File: src/rtl/vga_timing_gen.sv
// Parametrised VGA raster timing generator advanced by a pixel-enable tick.
// The counters give the current raster position. Sync and video flags are decoded from that position.
// The decoded flags pass through a delay line so that they line up with the colour pipeline.
// Line and frame strobes pulse for one clk, and a frame counter counts completed frames.
module vga_timing_gen #(
   parameter int unsigned H_ACTIVE = 640,
   parameter int unsigned H_FP     = 16,
   parameter int unsigned H_SYNC   = 96,
   parameter int unsigned H_BP     = 48,
   parameter int unsigned V_ACTIVE = 480,
   parameter int unsigned V_FP     = 10,
   parameter int unsigned V_SYNC   = 2,
   parameter int unsigned V_BP     = 33,
   parameter bit          H_POL    = 1'b0,
   parameter bit          V_POL    = 1'b0,
   parameter int unsigned PIPE_DLY = 1,
   parameter int unsigned CNT_W    = 10,
   parameter int unsigned FRAME_W  = 8
) (
   input  logic               clk,
   input  logic               reset_n,
   input  logic               pix_en,
   output logic [CNT_W-1:0]   pixel_x,
   output logic [CNT_W-1:0]   pixel_y,
   output logic               hsync,
   output logic               vsync,
   output logic               video_on,
   output logic               line_start,
   output logic               frame_start,
   output logic [FRAME_W-1:0] frame_cnt
);

   localparam int unsigned H_TOTAL = H_ACTIVE + H_FP + H_SYNC + H_BP;
   localparam int unsigned V_TOTAL = V_ACTIVE + V_FP + V_SYNC + V_BP;

   localparam logic [CNT_W-1:0] H_LAST   = CNT_W'(H_TOTAL - 1);
   localparam logic [CNT_W-1:0] V_LAST   = CNT_W'(V_TOTAL - 1);
   localparam logic [CNT_W-1:0] H_ACT    = CNT_W'(H_ACTIVE);
   localparam logic [CNT_W-1:0] V_ACT    = CNT_W'(V_ACTIVE);
   localparam logic [CNT_W-1:0] HS_FIRST = CNT_W'(H_ACTIVE + H_FP);
   localparam logic [CNT_W-1:0] HS_LAST  = CNT_W'(H_ACTIVE + H_FP + H_SYNC - 1);
   localparam logic [CNT_W-1:0] VS_FIRST = CNT_W'(V_ACTIVE + V_FP);
   localparam logic [CNT_W-1:0] VS_LAST  = CNT_W'(V_ACTIVE + V_FP + V_SYNC - 1);

   // Reject parameter sets that cannot produce a valid raster
   if (PIPE_DLY < 1 || PIPE_DLY > 8) begin : g_bad_dly
      $error("vga_timing_gen: PIPE_DLY must be in 1..8");
   end
   if (((H_TOTAL - 1) >> CNT_W) != 0 || ((V_TOTAL - 1) >> CNT_W) != 0) begin : g_bad_cnt_w
      $error("vga_timing_gen: CNT_W too narrow for the raster totals");
   end
   if (H_SYNC == 0 || V_SYNC == 0) begin : g_bad_sync
      $error("vga_timing_gen: sync widths must be non-zero");
   end

   logic [CNT_W-1:0]   r_h_cnt;
   logic [CNT_W-1:0]   r_v_cnt;
   logic               r_hsync;
   logic               r_vsync;
   logic               r_video_on;
   logic               r_line_start;
   logic               r_frame_start;
   logic [FRAME_W-1:0] r_frame_cnt;

   logic               w_h_wrap;
   logic               w_v_wrap;
   logic [CNT_W-1:0]   w_h_next;
   logic [CNT_W-1:0]   w_v_next;
   logic [2:0]         w_raw;   // {hs, vs, vid} decoded at the current position
   logic [2:0]         w_tail;  // decode entering the output register

   // Next raster position, wrapping h at line end and v at frame end
   always_comb begin
      w_h_wrap = (r_h_cnt == H_LAST);
      w_v_wrap = (r_v_cnt == V_LAST);
      w_h_next = r_h_cnt + CNT_W'(1);
      w_v_next = r_v_cnt;
      if (w_h_wrap) begin
         w_h_next = '0;
         w_v_next = w_v_wrap ? '0 : r_v_cnt + CNT_W'(1);
      end
   end

   // Active-high sync and video decode of the current position
   always_comb begin
      w_raw    = 3'b000;
      w_raw[2] = (r_h_cnt >= HS_FIRST) && (r_h_cnt <= HS_LAST);
      w_raw[1] = (r_v_cnt >= VS_FIRST) && (r_v_cnt <= VS_LAST);
      w_raw[0] = (r_h_cnt < H_ACT) && (r_v_cnt < V_ACT);
   end

   // PIPE_DLY-1 raw stages; the output register provides the final stage
   if (PIPE_DLY == 1) begin : g_dly_none
      assign w_tail = w_raw;
   end else begin : g_dly
      localparam int N_STG = int'(PIPE_DLY) - 1;
      logic [2:0] r_stage [N_STG];

      // Shift the decoded flags one stage per pixel tick
      always_ff @(posedge clk or negedge reset_n) begin
         if (!reset_n) begin
            for (int i = 0; i < N_STG; i++) r_stage[i] <= 3'b000;
         end else if (pix_en) begin
            r_stage[0] <= w_raw;
            for (int i = 1; i < N_STG; i++) r_stage[i] <= r_stage[i-1];
         end
      end

      assign w_tail = r_stage[N_STG-1];
   end

   // Counters, polarity-applied outputs, strobes and frame count
   always_ff @(posedge clk or negedge reset_n) begin
      if (!reset_n) begin
         r_h_cnt       <= '0;
         r_v_cnt       <= '0;
         r_hsync       <= ~H_POL;
         r_vsync       <= ~V_POL;
         r_video_on    <= 1'b0;
         r_line_start  <= 1'b0;
         r_frame_start <= 1'b0;
         r_frame_cnt   <= '0;
      end else begin
         r_line_start  <= 1'b0;
         r_frame_start <= 1'b0;
         if (pix_en) begin
            r_h_cnt       <= w_h_next;
            r_v_cnt       <= w_v_next;
            r_hsync       <= w_tail[2] ? H_POL : ~H_POL;
            r_vsync       <= w_tail[1] ? V_POL : ~V_POL;
            r_video_on    <= w_tail[0];
            r_line_start  <= w_h_wrap && (w_v_next < V_ACT);
            r_frame_start <= w_h_wrap && w_v_wrap;
            if (w_h_wrap && w_v_wrap) r_frame_cnt <= r_frame_cnt + FRAME_W'(1);
         end
      end
   end

   assign pixel_x     = r_h_cnt;
   assign pixel_y     = r_v_cnt;
   assign hsync       = r_hsync;
   assign vsync       = r_vsync;
   assign video_on    = r_video_on;
   assign line_start  = r_line_start;
   assign frame_start = r_frame_start;
   assign frame_cnt   = r_frame_cnt;

endmodule

File: config.mk
export PLATFORM = sky130hd
export DESIGN_NAME = vga_timing_gen
export DESIGN_NICKNAME = d
export VERILOG_FILES = /design/src/rtl/vga_timing_gen.sv
export SDC_FILE = /design/constraint.sdc
export NUM_CORES = 1
export LEC_CHECK = 0
export CORE_MARGIN = 2
export CORE_UTILIZATION = 54
export DETAILED_ROUTE_END_ITERATION = 6
export GPL_ROUTABILITY_DRIVEN = 0
export PLACE_DENSITY = 0.88
export SKIP_CTS_REPAIR_TIMING = 1
export SLEW_MARGIN = 25
export SYNTH_ARGS = -nofsm -noshare
export SYNTH_HDL_FRONTEND = slang
export SYNTH_SLANG_ARGS = --single-unit
File: constraint.sdc
create_clock -name clk -period 5.9 [get_ports clk]
set_clock_uncertainty 0.2 [all_clocks]
set_input_delay 1.18 -clock clk [delete_from_list [all_inputs] [get_ports clk]]
set_output_delay 1.18 -clock clk [all_outputs]
set_load 0.005 [all_outputs]
==> run metrics, run 1 <==
initial DRC count 62; setup repair after global routing missed its margin no; Maximum Capacitance Violations 0; Cell Area, Synth approximately 0.0017 mm^2; largest net degree at the start of global routing 34; power after layout 0.480 mW; worst slew margin relative to its limit 0.698; Arrival @ worst endpoint between 3 and 4 ns; worst-skew pair later-pin latency 0.34 ns; flip-flop and latch count after synthesis 33; count of input and output buffers 35; Max Buffers Root-to-Sink 2; portion of the post-synthesis area used by sequential elements 0.486; effective utilization at floorplan 0.563; relative contribution of sequential cells to total power 0.570; CP Capture Type register; number of iterations in the first detailed-routing pass 4; Power Dens Cells approximately 220 mW/mm^2; switching share of total power 0.293; number of standard cells after synthesis between 150 and 200; aggregate global-route resource usage 0.230; TritonCTS clock tree built; row count 20; syn avg cell area between 9 and 10 um^2; cts bufs inserted 5; fmax between 300 and 400 MHz; post-route fraction of the period consumed by the critical path 0.519; status finished clean; maximum net fanout on the critical path 15; Chip Width approximately 60 um; max-slew violations 0; highest metal layer used by the detailed router met4; area used by multi-input combinational logic ~800 um^2; final global-route overflow total 0; distinct cell type count of the synthesized netlist 40; CP startpoint kind input port; number of nets in the synthesized netlist between 150 and 200; Synth Warn # 0; leakage power 0.938 nW; number of top-level pins 36; drt wl/cell roughly 14 um; Die Footprint approximately 0.0036 mm^2; Clock Power Share 0.256; most frequent cells in the layout 35 x sky130_fd_sc_hd__clkdlybuf4s50_1, 31 x sky130_fd_sc_hd__dfrtp_1, 15 x sky130_fd_sc_hd__nor2_1, 15 x sky130_fd_sc_hd__nand2_1; most frequent standard cell in the layout excluding fill and tap cells sky130_fd_sc_hd__clkdlybuf4s50_1; P_sw around 0.14 mW; per-cell via count in the routed design between 5 and 6; antenna diode count 0; transition time at the pin with the least slew margin approximately 0.45 ns; initial antenna violation count 0; Remaining DRCs 0; power share of the combinational group 0.175; predominant post-synthesis flop cell sky130_fd_sc_hd__dfrtp_1; master cell of the clock root buffer sky130_fd_sc_hd__clkbuf_4; layout overhead on the synthesized area 25.7%; Peak VDD IR between 0.1 and 0.15 mV; internal cell power between 0.3 and 0.4 mW; wire length on met3 roughly 190 um; Via Count 1414; ys async rst share 1.00; post-detail-place hpwl between 2000 and 3000 um; Filler Cells Inserted roughly 240; via count of the first global-routing pass ~1300; met1 wire length ~1500 um; number of enable-type register cells in the synthesized netlist 0; Layout Nets roughly 220; final-layout setup total negative slack 0 ns; Crit Path Class in2reg; min Tclk post-route approximately 3.1 ns; global-route wire length before repair a little over 6000 um; HP Class reg2reg; antenna viol nets, final 0; length of routed met2 wiring 1790 um; vertical die dimension ~60 um; number of endpoints failing setup at the final stage 0; Worst-path clk slew about 0.10 ns; final hold violation count 0; data required time at the worst endpoint between 5 and 6 ns; Core Box Area roughly 0.003 mm^2; CTS H-tree depth 2; TritonCTS sink count 33; final WL 3590 um; layout cell share with drive strength beyond 1 0.0721; footprint of the flip-flops and latches slightly above 800 um^2
-- path summary, 6_finish.rpt --
kind	slack, ns	end	depth (start not counted)	start
worst max-delay path	2.84	pixel_y[8]	5	pix_en
worst min-delay path	0.27	frame_cnt[7]	1	frame_cnt[7]
worst max register to register	3.59	pixel_y[8]	6	pixel_x[1]
worst min register to register	0.27	frame_cnt[7]	1	frame_cnt[7]
max in group asynchronous	4.15	vsync	2	reset_n
min in group asynchronous	1.03	pixel_x[4]	2	reset_n
-- state kept, by name (all words and copies together), names as in the netlist --
name         cells
pixel_x         10
pixel_y         10
frame_cnt        8
frame_start      1
hsync            1
line_start       1
video_on         1
vsync            1
-- logic make-up after synthesis --
logic type	Yosys count	synth area share
adder cells (fa/ha/maj)	6	0.0440
XOR/XNOR	20	0.103
AND/OR/NAND/NOR	74	0.236
flip-flops	33	0.486
buffers and inverters	13	0.0308
multiplexers	3	0.0183
AO/OA/AOI/OAI	22	0.0829
-- power groups by stage --
stage	combinational [mW]	clock, mW	sequential [mW]
finish	0.0837	0.123	0.273
detailed placement	0.0852	0	0.278
CTS	0.0854	0.128	0.274
floorplan	0.0418	0	0.268
global placement	0.0807	0	0.276
global route	0.0960	0.134	0.278
-- through the flow --
step / util / hold WS, ns / area, um^2 / setup WS [ns] / instances
6_report: 0.708 / 0.275 / 2140 / 2.84 / 252
5_1_grt: 0.708 / 0.316 / 2140 / 2.68 / 252
4_1_cts: 0.708 / 0.287 / 2140 / 2.89 / 252
3_5_place_dp: 0.690 / 0.269 / 2090 / 2.58 / 244
3_3_place_gp: 0.690 / 0.261 / 2090 / 2.67 / 244
2_1_floorplan: - / 0.265 / 1710 / 3.54 / 171
-- final cells by class --
cell class | instances | area share
sequential | 33 | 0.386
multi-input combinational | 125 | 0.385
clock buffer | 5 | 0.0175
clock inverter | 3 | 0.00817
inverter | 6 | 0.0105
tap | 44 | 0.0257
timing repair buffer | 36 | 0.167
-- Yosys cell counts (all sizes together), types with 2 or more instances --
| cell type | number | share of area |
|---|---|---|
| buf | 3 | 0.0088 |
| inv | 6 | 0.013 |
| nand2 | 15 | 0.033 |
| dfrtp | 31 | 0.45 |
| nand3 | 7 | 0.021 |
| dfstp | 2 | 0.031 |
| and3 | 5 | 0.018 |
| o21ai | 8 | 0.023 |
| clkbuf | 4 | 0.0088 |
| mux2i | 2 | 0.012 |
| or2 | 2 | 0.0073 |
| nor3 | 7 | 0.021 |
| nand4 | 9 | 0.033 |
| nor4 | 2 | 0.016 |
| or3 | 3 | 0.014 |
| ha | 6 | 0.044 |
| xor2 | 10 | 0.051 |
| nor2 | 15 | 0.033 |
| and4 | 2 | 0.010 |
| a21oi | 4 | 0.012 |
| nand2b | 2 | 0.0073 |
| xnor2 | 10 | 0.051 |
-- routing by layer --
layer | global-route usage | vias to the layer above
met5 | 0 | -
met1 | 0.292 | 676
li1 | - | 674
met3 | 0.0476 | 11
met2 | 0.359 | 53
met4 | 0.137 | 0
-- critical path, cell delays in order --
cell	delay, ns
sky130_fd_sc_hd__clkdlybuf4s50_1	0.75
sky130_fd_sc_hd__nand4_1	0.40
sky130_fd_sc_hd__or2_2	0.44
sky130_fd_sc_hd__nor2_1	0.15
sky130_fd_sc_hd__xor2_1	0.19
Note: power is estimated with default switching activity, not from simulation.
==> run 2: changes to the inputs <==
CORE_UTILIZATION = 45   (was 54)
PLACE_DENSITY = 0.79   (was 0.88)
clock period = 2.5 ns   (was 5.9 ns; I/O delays follow)
==> run 2 against run 1 <==
Against the previous run:
- routed wire length down 0.25%
- first-iteration DRC count up 77%
- global-route usage down 3.5 points
- register-to-register slack worse by 3.3 ns
- power rose to 2.8 times the previous value
- core utilization down 9.6 points
- via count down 1.1%
- clock-buffer cell count up 2
- sequential share of layout area down 1.7 points
- worst hold slack better by 0.0038 ns
- largest cell class unchanged
- highest routed layer unchanged
==> run metrics, run 2 (synthesis gave the netlist of run 1 again) <==
via count of the first global-routing pass 1341; min Tclk post-route 2.18 ns; CP Capture Type register; master cell of the clock root buffer sky130_fd_sc_hd__clkbuf_8; number of endpoints failing setup at the final stage 0; fmax 459 MHz; origin of the worst setup path pixel_y[0]; Slowest Stage Delay on Critical Path approximately 0.43 ns; final global-route overflow total 0; Peak VDD IR 0.381 mV; cts bufs inserted 5; CP startpoint kind register; layout overhead on the synthesized area 31.3%; Chip Width approximately 66 um; data required time at the worst endpoint approximately 2.5 ns; max-slew violations 0; HP Class reg2reg; TritonCTS clock tree built; setup slack of the worst register-to-register path between 0.3 and 0.4 ns; CTS H-tree depth 2; per-cell via count in the routed design about 5.4; status finished clean; Power Dens Cells 606 mW/mm^2; post-detail-place hpwl roughly 2600 um; largest net degree at the start of global routing 34; maximum net fanout on the critical path 9; Maximum Capacitance Violations 0; critical register-to-register path startpoint pixel_y[0]; effective utilization at floorplan 0.466; setup repair after global routing missed its margin no; global-route wire length before repair 6360 um; vertical die dimension approximately 66 um; Layout Nets 220; antenna diode count 0; final hold violation count 0; layout cell share with drive strength beyond 1 0.0849; leakage power ~0.98 nW; post-route fraction of the period consumed by the critical path 0.871; slowest CP cell sky130_fd_sc_hd__dfrtp_1; most frequent standard cell in the layout excluding fill and tap cells sky130_fd_sc_hd__clkdlybuf4s50_1; hold path startpoint frame_cnt[7]; Remaining DRCs 0; most frequent cells in the layout 35 x sky130_fd_sc_hd__clkdlybuf4s50_1, 31 x sky130_fd_sc_hd__dfrtp_1, 15 x sky130_fd_sc_hd__nor2_1, 15 x sky130_fd_sc_hd__nand2_1; Arrival @ worst endpoint 2.15 ns; count of input and output buffers 35; final-layout setup total negative slack 0 ns; met1 wire length around 1600 um; Core Box Area between 0.003 and 0.004 mm^2; TritonCTS sink count 33; antenna viol nets, final 0; cell count after placement ~250; number of top-level pins 36; Die Footprint 0.00430 mm^2; worst-skew pair later-pin latency around 0.29 ns; Max Buffers Root-to-Sink 2; Crit Path Class reg2reg; Via Count about 1400; number of iterations in the first detailed-routing pass 4; initial antenna violation count 0; final standard cell count with taps included and fillers excluded 260; cell chain of the critical path inv_1 > ha_1 > nand4_1 > nor4_4 > and2_1 > mux2_1; worst slew margin relative to its limit 0.726; final WL 3580 um; drt wl/cell approximately 14 um; transition time at the pin with the least slew margin between 0.4 and 0.5 ns; initial DRC count between 100 and 150; row count 22; Worst-path clk slew roughly 0.06 ns; aggregate global-route resource usage 0.195; wire length on met3 roughly 200 um; length of routed met2 wiring around 1700 um; highest metal layer used by the detailed router met4
## run 2: changes by cell type in the layout (fill, tap and decap cells not counted), sizes merged
cell and change:
clkbuf +2, clkinvlp -1, clkinv -2, bufinv +1, buf +4
## run 2: path summary, 6_finish.rpt
check                           depth (start not counted)      endpoint
worst max-delay path                                    6  frame_cnt[1]
worst min-delay path                                    1  frame_cnt[7]
worst max register to register                          6  frame_cnt[1]
worst min register to register                          1  frame_cnt[7]
max in group asynchronous                               2         vsync
min in group asynchronous                               2  frame_cnt[0]
## run 2: critical path: cells and delay by family, from the launching register on
| kind | cells | cell delay, ns |
|---|---|---|
| flip-flops | 1 | 0.43 |
| AND/OR/NAND/NOR | 3 | 0.83 |
| adder cells (fa/ha/maj) | 1 | 0.15 |
| buffers and inverters | 1 | 0.11 |
| multiplexers | 1 | 0.34 |
## run 2: metrics by stage
step	power, mW	cell area [um^2]	setup slack (ns)	utilization	hold WS (ns)
2_1_floorplan	0.730	1710	0.423	-	0.00441
3_3_place_gp	0.845	2120	0.325	0.580	0.268
3_5_place_dp	0.854	2120	0.293	0.580	0.274
4_1_cts	1.37	2240	0.313	0.612	0.283
5_1_grt	1.43	2240	0.172	0.612	0.293
6_report	1.36	2240	0.323	0.612	0.279
## run 2: metal layers
metal | global-route usage | vias up
met5 | 0 | -
met4 | 0.0755 | 0
met3 | 0.0565 | 9
met2 | 0.302 | 44
met1 | 0.257 | 668
li1 | - | 677
## run 2: area by class of cell
| cell class | count | area, um^2 |
|---|---|---|
| clock buffers | 7 | 86.3 |
| clock inverters | 1 | 30.0 |
| fillers | 310 | 1420 |
| inverters | 6 | 22.5 |
| multi-input cells | 125 | 825 |
| flip-flops and latches | 33 | 828 |
| well taps | 48 | 60.1 |
| repair buffers | 40 | 388 |
## run 2: report_power, final
group          leakage, nW  internal [mW]  switching [mW]
sequential           0.429          0.578          0.0710
combinational        0.497          0.119          0.0745
clock               0.0585          0.325           0.190
